File: config.mk
export PLATFORM = sky130hd
export DESIGN_NAME = mc_ctrl
export DESIGN_NICKNAME = d
export VERILOG_FILES = /design/src/rtl/mc_ctrl.sv
export SDC_FILE = /design/constraint.sdc
export NUM_CORES = 1
export LEC_CHECK = 0
export CORE_MARGIN = 10
export CORE_UTILIZATION = 46
export CTS_CLUSTER_DIAMETER = 80
export DETAILED_ROUTE_END_ITERATION = 8
export GPL_TIMING_DRIVEN = 0
export PLACE_DENSITY = 0.86
export SYNTH_ARGS = -nofsm -noshare
export SYNTH_HDL_FRONTEND = slang
export SYNTH_SLANG_ARGS = --single-unit
File: constraint.sdc
create_clock -name clk -period 2.45 [get_ports clk]
set_input_delay 0.3675 -clock clk [delete_from_list [all_inputs] [get_ports clk]]
set_output_delay 0.3675 -clock clk [all_outputs]
set_load 0.02 [all_outputs]
File: src/rtl/mc_ctrl.sv
// Multi-cycle CPU control unit: Moore FSM sequencing fetch/decode/execute/memory/write-back
// and driving every datapath enable and select, plus the ZF/OF flag register.
module mc_ctrl (
  input  logic       clk,
  input  logic       rst,
  input  logic [5:0] OP,
  input  logic [5:0] func,
  input  logic       ZF,
  input  logic       OF,
  output logic       PC_Write,
  output logic [1:0] PC_s,
  output logic       IR_Write,
  output logic       Write_Reg,
  output logic [1:0] w_r_s,
  output logic       wr_data_s,
  output logic       rt_imm_s,
  output logic       imm_s,
  output logic [2:0] ALU_OP,
  output logic       Mem_Write,
  output logic       FR_ZF,
  output logic       FR_OF,
  output logic       Illegal,
  output logic [3:0] state
);

  localparam logic [3:0] S_IDLE     = 4'd0;
  localparam logic [3:0] S_FETCH    = 4'd1;
  localparam logic [3:0] S_DECODE   = 4'd2;
  localparam logic [3:0] S_EXEC_R   = 4'd3;
  localparam logic [3:0] S_WB_R     = 4'd4;
  localparam logic [3:0] S_EXEC_I   = 4'd5;
  localparam logic [3:0] S_WB_I     = 4'd6;
  localparam logic [3:0] S_MEM_ADDR = 4'd7;
  localparam logic [3:0] S_MEM_RD   = 4'd8;
  localparam logic [3:0] S_WB_LW    = 4'd9;
  localparam logic [3:0] S_MEM_WR   = 4'd10;
  localparam logic [3:0] S_BEQ      = 4'd11;
  localparam logic [3:0] S_JUMP     = 4'd12;

  localparam logic [5:0] OP_RTYPE = 6'b000000;
  localparam logic [5:0] OP_LW    = 6'b100011;
  localparam logic [5:0] OP_SW    = 6'b101011;
  localparam logic [5:0] OP_BEQ   = 6'b000100;
  localparam logic [5:0] OP_J     = 6'b000010;

  logic [3:0] state_q, state_d;
  logic       fr_zf_q, fr_zf_d, fr_of_q, fr_of_d;
  logic       r_ok, i_ok, i_imm_s;
  logic [2:0] r_alu_op, i_alu_op;

  // IR is stable after FETCH, so the instruction decode can feed every later state.
  always_comb begin
    r_ok     = 1'b1;
    r_alu_op = 3'b000;
    case (func)
      6'b100000: r_alu_op = 3'b100;
      6'b100010: r_alu_op = 3'b101;
      6'b100100: r_alu_op = 3'b000;
      6'b100101: r_alu_op = 3'b001;
      6'b100110: r_alu_op = 3'b010;
      6'b100111: r_alu_op = 3'b011;
      6'b101011: r_alu_op = 3'b110;
      6'b000100: r_alu_op = 3'b111;
      default:   r_ok     = 1'b0;
    endcase
    i_ok     = 1'b1;
    i_alu_op = 3'b000;
    i_imm_s  = 1'b0;
    case (OP)
      6'b001000: begin i_alu_op = 3'b100; i_imm_s = 1'b1; end
      6'b001100: i_alu_op = 3'b000;
      6'b001101: i_alu_op = 3'b001;
      6'b001110: i_alu_op = 3'b010;
      6'b001011: begin i_alu_op = 3'b110; i_imm_s = 1'b1; end
      default:   i_ok = 1'b0;
    endcase
  end

  always_comb begin
    state_d = state_q;
    case (state_q)
      S_IDLE:   state_d = S_FETCH;
      S_FETCH:  state_d = S_DECODE;
      S_DECODE: begin
        if (OP == OP_RTYPE && r_ok) state_d = S_EXEC_R;
        else if (i_ok)                   state_d = S_EXEC_I;
        else if (OP == OP_LW || OP == OP_SW) state_d = S_MEM_ADDR;
        else if (OP == OP_BEQ)           state_d = S_BEQ;
        else if (OP == OP_J)             state_d = S_JUMP;
        else                             state_d = S_FETCH;
      end
      S_EXEC_R:   state_d = S_WB_R;
      S_EXEC_I:   state_d = S_WB_I;
      S_MEM_ADDR: state_d = (OP == OP_LW) ? S_MEM_RD : S_MEM_WR;
      S_MEM_RD:   state_d = S_WB_LW;
      S_WB_R, S_WB_I, S_WB_LW, S_MEM_WR, S_BEQ, S_JUMP: state_d = S_FETCH;
      default:    state_d = S_IDLE;
    endcase
  end

  // Flags capture the ALU result on the edge leaving an ALU-evaluating state.
  always_comb begin
    fr_zf_d = fr_zf_q;
    fr_of_d = fr_of_q;
    if (state_q == S_EXEC_R || state_q == S_EXEC_I || state_q == S_BEQ) begin
      fr_zf_d = ZF;
      fr_of_d = OF;
    end
  end

  always_ff @(posedge clk or posedge rst) begin
    if (rst) begin
      state_q <= S_IDLE;
      fr_zf_q <= 1'b0;
      fr_of_q <= 1'b0;
    end else begin
      state_q <= state_d;
      fr_zf_q <= fr_zf_d;
      fr_of_q <= fr_of_d;
    end
  end

  always_comb begin
    PC_Write  = 1'b0;
    PC_s      = 2'b00;
    IR_Write  = 1'b0;
    Write_Reg = 1'b0;
    w_r_s     = 2'b00;
    wr_data_s = 1'b0;
    rt_imm_s  = 1'b0;
    imm_s     = 1'b0;
    ALU_OP    = 3'b000;
    Mem_Write = 1'b0;
    Illegal   = 1'b0;
    case (state_q)
      S_FETCH: begin IR_Write = 1'b1; PC_Write = 1'b1; end
      S_DECODE: Illegal = (state_d == S_FETCH);
      S_EXEC_R: ALU_OP = r_alu_op;
      S_WB_R: begin ALU_OP = r_alu_op; Write_Reg = 1'b1; end
      S_EXEC_I: begin ALU_OP = i_alu_op; rt_imm_s = 1'b1; imm_s = i_imm_s; end
      S_WB_I: begin
        ALU_OP = i_alu_op; rt_imm_s = 1'b1; imm_s = i_imm_s;
        Write_Reg = 1'b1; w_r_s = 2'b01;
      end
      S_MEM_ADDR, S_MEM_RD: begin ALU_OP = 3'b100; rt_imm_s = 1'b1; imm_s = 1'b1; end
      S_WB_LW: begin Write_Reg = 1'b1; w_r_s = 2'b01; wr_data_s = 1'b1; end
      S_MEM_WR: begin
        ALU_OP = 3'b100; rt_imm_s = 1'b1; imm_s = 1'b1; Mem_Write = 1'b1;
      end
      S_BEQ: begin ALU_OP = 3'b101; PC_Write = ZF; PC_s = 2'b01; end
      S_JUMP: begin PC_Write = 1'b1; PC_s = 2'b10; end
      default: ;
    endcase
  end

  assign state = state_q;
  assign FR_ZF = fr_zf_q;
  assign FR_OF = fr_of_q;

endmodule
==> run summary, run 1 <==
The run finished with clean final reports. Timing would allow up to 0.416 GHz. For the pin count of the biggest net entering global routing, the log shows 11.

The total count of hold-check failures in the final report is 0. The power consumption was 1.29 mW; the number of antenna violations at the first check in global routing was 0. IR analysis of the VDD net gives a maximum drop of 767 uV. Setup violations remaining at the end of the flow were counted as 0. In this run, placement finished with an instance count of 194. For the final count of pins violating max slew, the log shows 0. The max-capacitance violation count came out at 0. Register bit count reported by yosys: 6. Synthesized area per cell: 6.46 um^2. The post-detailed-route via-to-cell ratio was 5.81; the effective utilization at floorplan was 0.498.

The via count of the first global-routing pass was 1104; the number of hold buffers added after CTS was 0. The logs give 6 for the first-pass iteration count of the detailed router and 1138 for the count of vias placed by the detailed router. The number of setup buffers added after CTS is 0.

For this run, the leading register cell type out of synthesis is dfrtp_1. The category of cells accounting for the largest share of critical-path delay is simple AND/OR/NAND/NOR gates. Fill cells in the final layout number 155. The worst setup path is captured at a primary output.

For the total track usage, the log shows 0.147. The cell type of the slowest stage on the worst timing path was dfrtp_1. The final wirelength came out at 3050 um. The cell leakage power was 0.624 nW.

The longest clock path from root to sink contains 2 buffers. STA classifies the critical path startpoint as a register. The number of cells on the worst reg-to-reg path is 5. The Yosys step of the flow raised 0 warnings. Walking the worst path, the cells encountered are buf_2 > nand2b_2 > or2_2 > a21oi_2 > nor4b_2 > and3_1 > clkdlybuf4s15_2. Clock tree synthesis found a total of 6 sinks.

The area growth from synthesis to layout is 48.6%. In this run the register-to-register setup slack is 0.94 ns. The largest fanout of any net on the critical path works out to 8. The latest clock arrival within the worst-skew pair came out at 0.25 ns.

The distinct cell type count after synthesis was 42; the shortest period the worst path allows was 2.41 ns. Setup slack on the critical path of the routed design comes to 0.0443 ns. Across the routed clock network, the largest skew measured is 0.00881 ns. The post-detailed-route wirelength per cell works out to 15.6 um. The number of rows in the core area came out at 15.

After detailed routing, the number of remaining DRC violations is 0. After the first detailed-routing iteration, the DRC count stood at 40. In this run the clock root is driven by a clkbuf_4. The synthesized design contains 0 enable-type register cells. The tightest min-delay check is of the in2async type.

The worst setup path is of the reg2out kind. The first global-routing pass estimated 4980 um of wire. The tools report the clock buffer count from CTS as 3. Data on the critical path arrives at its endpoint at 2.04 ns. The net count reported at finish came out at 189. The global routing stage identified its most utilized layer as met2. For this run the aggregate overflow at the end of global routing stands at 0. The worst reg2reg path startpoint is state[2]. The met1 demand-to-capacity share in global routing came out at 0.160. The aggregate negative setup slack came out at 0 ns. TritonCTS built the clock tree. The die is 63.7 um tall.

The number of gates on the worst path with buffers counted is 7. The final period utilization was 0.982; the area of the die was 4060 um^2. Registers take 150 um^2.

The CTS H-tree depth came out at 1. The combined area of the multi-input logic cells was 684 um^2; the final antenna diode count was 0. Counting both buffers and inverters, the worst setup path holds a total of 2.

On the worst path, the slowest cell contributes a delay of 0.37 ns. The share of the yosys chip area belonging to registers is 0.171. The reg-to-reg endpoint is FR_OF. The critical path starts at state[0]. Buffers placed on the I/O ports in this run total 33. Once layout is complete, the cells apart from fillers number 196. OpenSTA, run right after detailed placement, puts the worst setup slack at -0.608 ns.

The tools report the met2 layer usage reported by global route as 0.253. The logs give 0.0565 for the met3 usage and 152 for the total nets after synthesis. The die span in x works out to 63.7 um.

In this run the remaining antenna-violating nets after routing total 0. After clock tree synthesis, the clock-pin slew on the worst setup and hold paths is 0.05 ns. The logs give 2.08 ns for the required time at the endpoint of the critical path and 37 for the boundary pin count. The share of final-layout standard cells stronger than drive strength 1 is 0.170, and the async set-or-reset flop fraction in the synthesized netlist is 1.00. The routability-driven placement congestion ratio is 0.902, and the total power per unit cell area is 991 nW/um^2. The placeable core area was 1760 um^2. The logs give 0.327 ns for the worst hold slack and 2390 um for the estimated wirelength of the detail-placed design. For the mapped cell area, the log shows 878 um^2.

Synthesis produced 136 cells.
## metrics by stage
step,util,instance area (um^2)
6_report,0.740,1310
4_1_cts,0.728,1280
3_3_place_gp,0.703,1240
2_1_floorplan,-,878
3_5_place_dp,0.703,1240
5_1_grt,0.740,1310
## worst max-delay path by stage
stage	end	slack (ns)
detailed placement	ALU_OP[1]	-0.61
global route	ALU_OP[2]	-0.03
finish	ALU_OP[2]	0.04
floorplan	PC_Write	0.32
global placement	ALU_OP[1]	-0.54
CTS	ALU_OP[1]	-0.05
## timing repair
item                                    in CTS  in global routing
pin swaps                                    3                  3
endpoints found under the setup margin      10                  7
gates resized for setup                     31                  9
## flip-flops by register name (all words and copies together), names as in the netlist
name / cells
FR_OF: 1
state: 4
FR_ZF: 1
## worst register-to-register path, delay by kind of cell, from the launching register on
kind | cells | cell delay [ns]
buffers and inverters | 1 | 0.36
AOI/OAI and AO/OA | 3 | 0.49
and+or+nand+nor | 1 | 0.15
DFF | 1 | 0.39
## placed cells by master, fill, tap and decap left out, types with 2 or more instances in the layout
master           count
buf_4                2
nor2_1              16
maj3_1               2
dlymetal6s2s_1       7
dlygate4sd2_1        8
and3_1               2
dfrtp_1              6
a21oi_1              8
o21ai_0              7
xnor2_1              2
nand3_1              3
nand2_1             16
inv_1                8
o22ai_1              6
o21ai_1              2
or2_2                2
buf_2                7
clkbuf_4             3
or2b_1               2
clkdlybuf4s50_1     14
nor3_1               7
a31oi_1              4
nand2b_1             3
nand3b_1             4
clkbuf_2             2
## cell type report
type	count	area share
Multi-Input combinational cell	110	0.524
Tap cell	25	0.0240
Clock buffer	3	0.0173
Inverter	8	0.0230
Sequential cell	6	0.115
Timing Repair Buffer	33	0.254
Buffer	11	0.0422
## kinds of logic (layout without fill, tap and decap cells)
logic type,after synthesis,count (layout),share of synthesized area
xor+xnor,3,3,0.0299
compound gates,36,36,0.255
fa+ha+maj,2,2,0.0228
flops,6,6,0.171
other cells,1,1,0.00427
buf+inv,20,55,0.0969
mux,1,1,0.0128
simple gates,67,67,0.407
## cells in the mapped netlist (2+ instances only)
cell / instances / area [um^2]
dfrtp_1: 6 / 150
o21ai_1: 2 / 10.0
nor2_1: 16 / 60.1
or2_2: 2 / 12.5
a31oi_1: 4 / 25.0
xnor2_1: 2 / 17.5
buf_1: 3 / 11.3
nand2b_1: 4 / 25.0
buf_2: 5 / 25.0
o22ai_1: 6 / 37.5
maj3_1: 2 / 20.0
inv_1: 8 / 30.0
nor3_1: 8 / 40.0
a21oi_1: 9 / 45.0
and3_1: 3 / 18.8
clkbuf_1: 3 / 11.3
nand2_1: 16 / 60.1
or2b_1: 2 / 15.0
o21ai_0: 7 / 35.0
nand3_1: 3 / 15.0
nand3b_1: 4 / 30.0
## layer usage
layer / vias to the layer above / wire (um) / part of all wire
met4: 0 / 52 / 0.017
met2: 62 / 1460 / 0.48
met1: 515 / 1230 / 0.40
li1: 553 / - / -
met5: - / 0 / 0
met3: 8 / 301 / 0.099
## where the power goes
group	internal, mW	leakage (nW)	switching (mW)
Combinational	0.414	0.537	0.609
Clock	0.0554	0.0138	0.0364
Sequential	0.146	0.0736	0.0318
Total	0.616	0.624	0.677
Power figures use the tool's default switching activity.
==> run 2: changes to the inputs <==
- REMOVE_ABC_BUFFERS: default -> 1
==> run summary, run 2 (same netlist as run 1, synthesis figures left out) <==
The flow ran to the end, and the final reports show no timing, DRC or antenna violations. The total count of hold-check failures in the final report came out at 0. No sink is reached through more buffers than the 2 on the longest clock path. The critical path is of the reg2out type. Number of antenna violations at the first check in global routing: 0. Timing would allow up to 0.419 GHz. Once detail routing completed, the nets flagged for antenna violations numbered 0.

In the layout the commonest cells are clkdlybuf4s50_1, nand2_1, nor2_1. 37 I/O pins were placed. The estimated wirelength of the detail-placed design is 2330 um.

The floorplan step defined a core boundary enclosing 1760 um^2. From left edge to right edge, the die measures 63.7 um. The switching power share of the total works out to 0.507. The power consumption was 1.36 mW; the shortest period the worst path allows was 2.39 ns. The tools report the total track usage as 0.143. After detailed routing, the average wire length per cell comes to 16.7 um. The final count of pins violating max slew was 0; the net switching power was 0.691 mW.

Root cell of the clock tree: clkbuf_4. The run gives 4 as the first-pass iteration count of the detailed router. The share of final-layout standard cells stronger than drive strength 1 was 0.199.

The logs give 0 for the total congestion overflow and 1320 um^2 for the cell area after layout. The worst hold slack was 0.378 ns. Port buffering added 35 buffers.

The design internal power was 0.673 mW; the number of DRC markers after the initial detailed-route iteration was 44. The clock buffer count from CTS came out at 3. For the worst-case setup slack after placement, the log shows -0.596 ns.

Final antenna diode count: 0. The die is 63.7 um tall. For this run, the post-layout net count is 184. STA classifies the critical path startpoint as a register. After detailed routing, the number of vias per cell comes to 6.05. The floorplan step defined a die boundary enclosing 4060 um^2. The final cell count without fillers is 191, and the pin count of the biggest net entering global routing is 28. First-pass GRT wire length: 4970 um. The latest clock arrival within the worst-skew pair is 0.24 ns, and the minimum setup slack in the final design is 0.0613 ns. After clock tree synthesis, the clock-pin slew on the worst setup and hold paths is 0.05 ns. For this design, the CTS-stage hold fixing added 0 buffers.

Once placement finished, the instance area stood at 1200 um^2. Adding up every negative setup slack in the final design gives 0 ns. Final wirelength: 3200 um.

Leaving out fill and tap cells, the most frequent cell in the layout is clkdlybuf4s50_1. Across the VDD grid, the largest voltage drop is 638 uV. The power share of the clock group came out at 0.065. Once placement completed, the tool counted placed cells totaling 184. The logs give 0.212 for the fraction of power consumed by sequential logic and 0.00617 ns for the clock tree skew after final layout.

Cell leakage power: 0.561 nW. The routability-driven placement congestion ratio came out at 0.905. The effective utilization at floorplan is 0.498. Critical path capture point type: a primary output. The via count of the first global-routing pass is 1082. For the required time at the endpoint of the critical path, the log shows 2.08 ns. The count of vias placed by the detailed router was 1155; the count of fill cells added during filler insertion was 152.

The classification of the worst-slack hold path is in2async. The total power per unit cell area works out to 1030 nW/um^2. The tree built by TritonCTS fans out to 6 sinks.

The share of power burned in combinational logic was 0.723. In the routed design, unresolved DRC markers number 0. In this run the worst path has a maximum fanout of 9. The area added between synthesis and finish was 50.1%; the final setup violation count was 0. TritonCTS built the clock tree. The register with the most flip-flops in the layout has 4 of them. The initialized floorplan defines 15 standard-cell rows. The tool flagged a number of max-cap violations equal to 0. CTS H-tree depth: 1. The final design utilization is 0.748, and the arrival time at the worst endpoint is 2.02 ns. The minimum setup slack among reg-to-reg paths is 1.03 ns. The final period utilization works out to 0.975.
## run 2: changes by cell type in the layout (fill, tap and decap cells not counted), moves of 2 or more
cell	delta
nand2b_1	-2
buf_4	+3
buf_2	-7
dfrtp_1	-4
dfrtp_2	+3
dlymetal6s2s_1	-4
clkdlybuf4s50_1	+4
## run 2: per-layer routing
metal	vias up	wire, um	track usage
met2	76	1560	0.244
met1	520	1300	0.166
met3	12	279	0.0371
li1	547	-	-
met4	0	52	0.0546
met5	-	0	0
## run 2: power by group through the flow
stage / clock (mW) / combinational [mW] / sequential (mW)
CTS: 0.0917 / 0.849 / 0.297
floorplan: 0 / 0.441 / 0.313
global placement: 0 / 0.825 / 0.288
global route: 0.105 / 1.06 / 0.302
detailed placement: 0 / 0.842 / 0.289
finish: 0.0892 / 0.986 / 0.289
## run 2: final timing paths
path                       startpoint   endpoint  cells after the start
min in group clk                FR_ZF      FR_ZF                      1
max in group asynchronous         rst   state[0]                      2
setup / recovery             state[0]  ALU_OP[2]                      6
hold reg to reg                 FR_ZF      FR_ZF                      1
hold / removal                    rst   state[1]                      2
setup reg to reg             state[3]      FR_ZF                      4
## run 2: critical path, cell delays in order, from the launching register on
cell and delay [ns]:
dfrtp_4 0.54, nand2b_2 0.27, or2_2 0.30, a21oi_1 0.18, nor4b_2 0.07, and3_1 0.18
clkdlybuf4s15_2 0.25
## run 2: repair_timing
item,CTS,global route
resized for setup,32,18
endpoints found under the setup margin,10,9
pin swaps,1,2
setup buffers,0,4
## run 2: cell type report
| type | instances | area (um^2) | area share |
|---|---|---|---|
| multi-input cells | 110 | 699 | 0.530 |
| repair buffers | 39 | 378 | 0.287 |
| flip-flops and latches | 6 | 158 | 0.120 |
| well taps | 25 | 31.3 | 0.0237 |
| inverters | 8 | 30.0 | 0.0228 |
| clock buffers | 3 | 22.5 | 0.0171 |
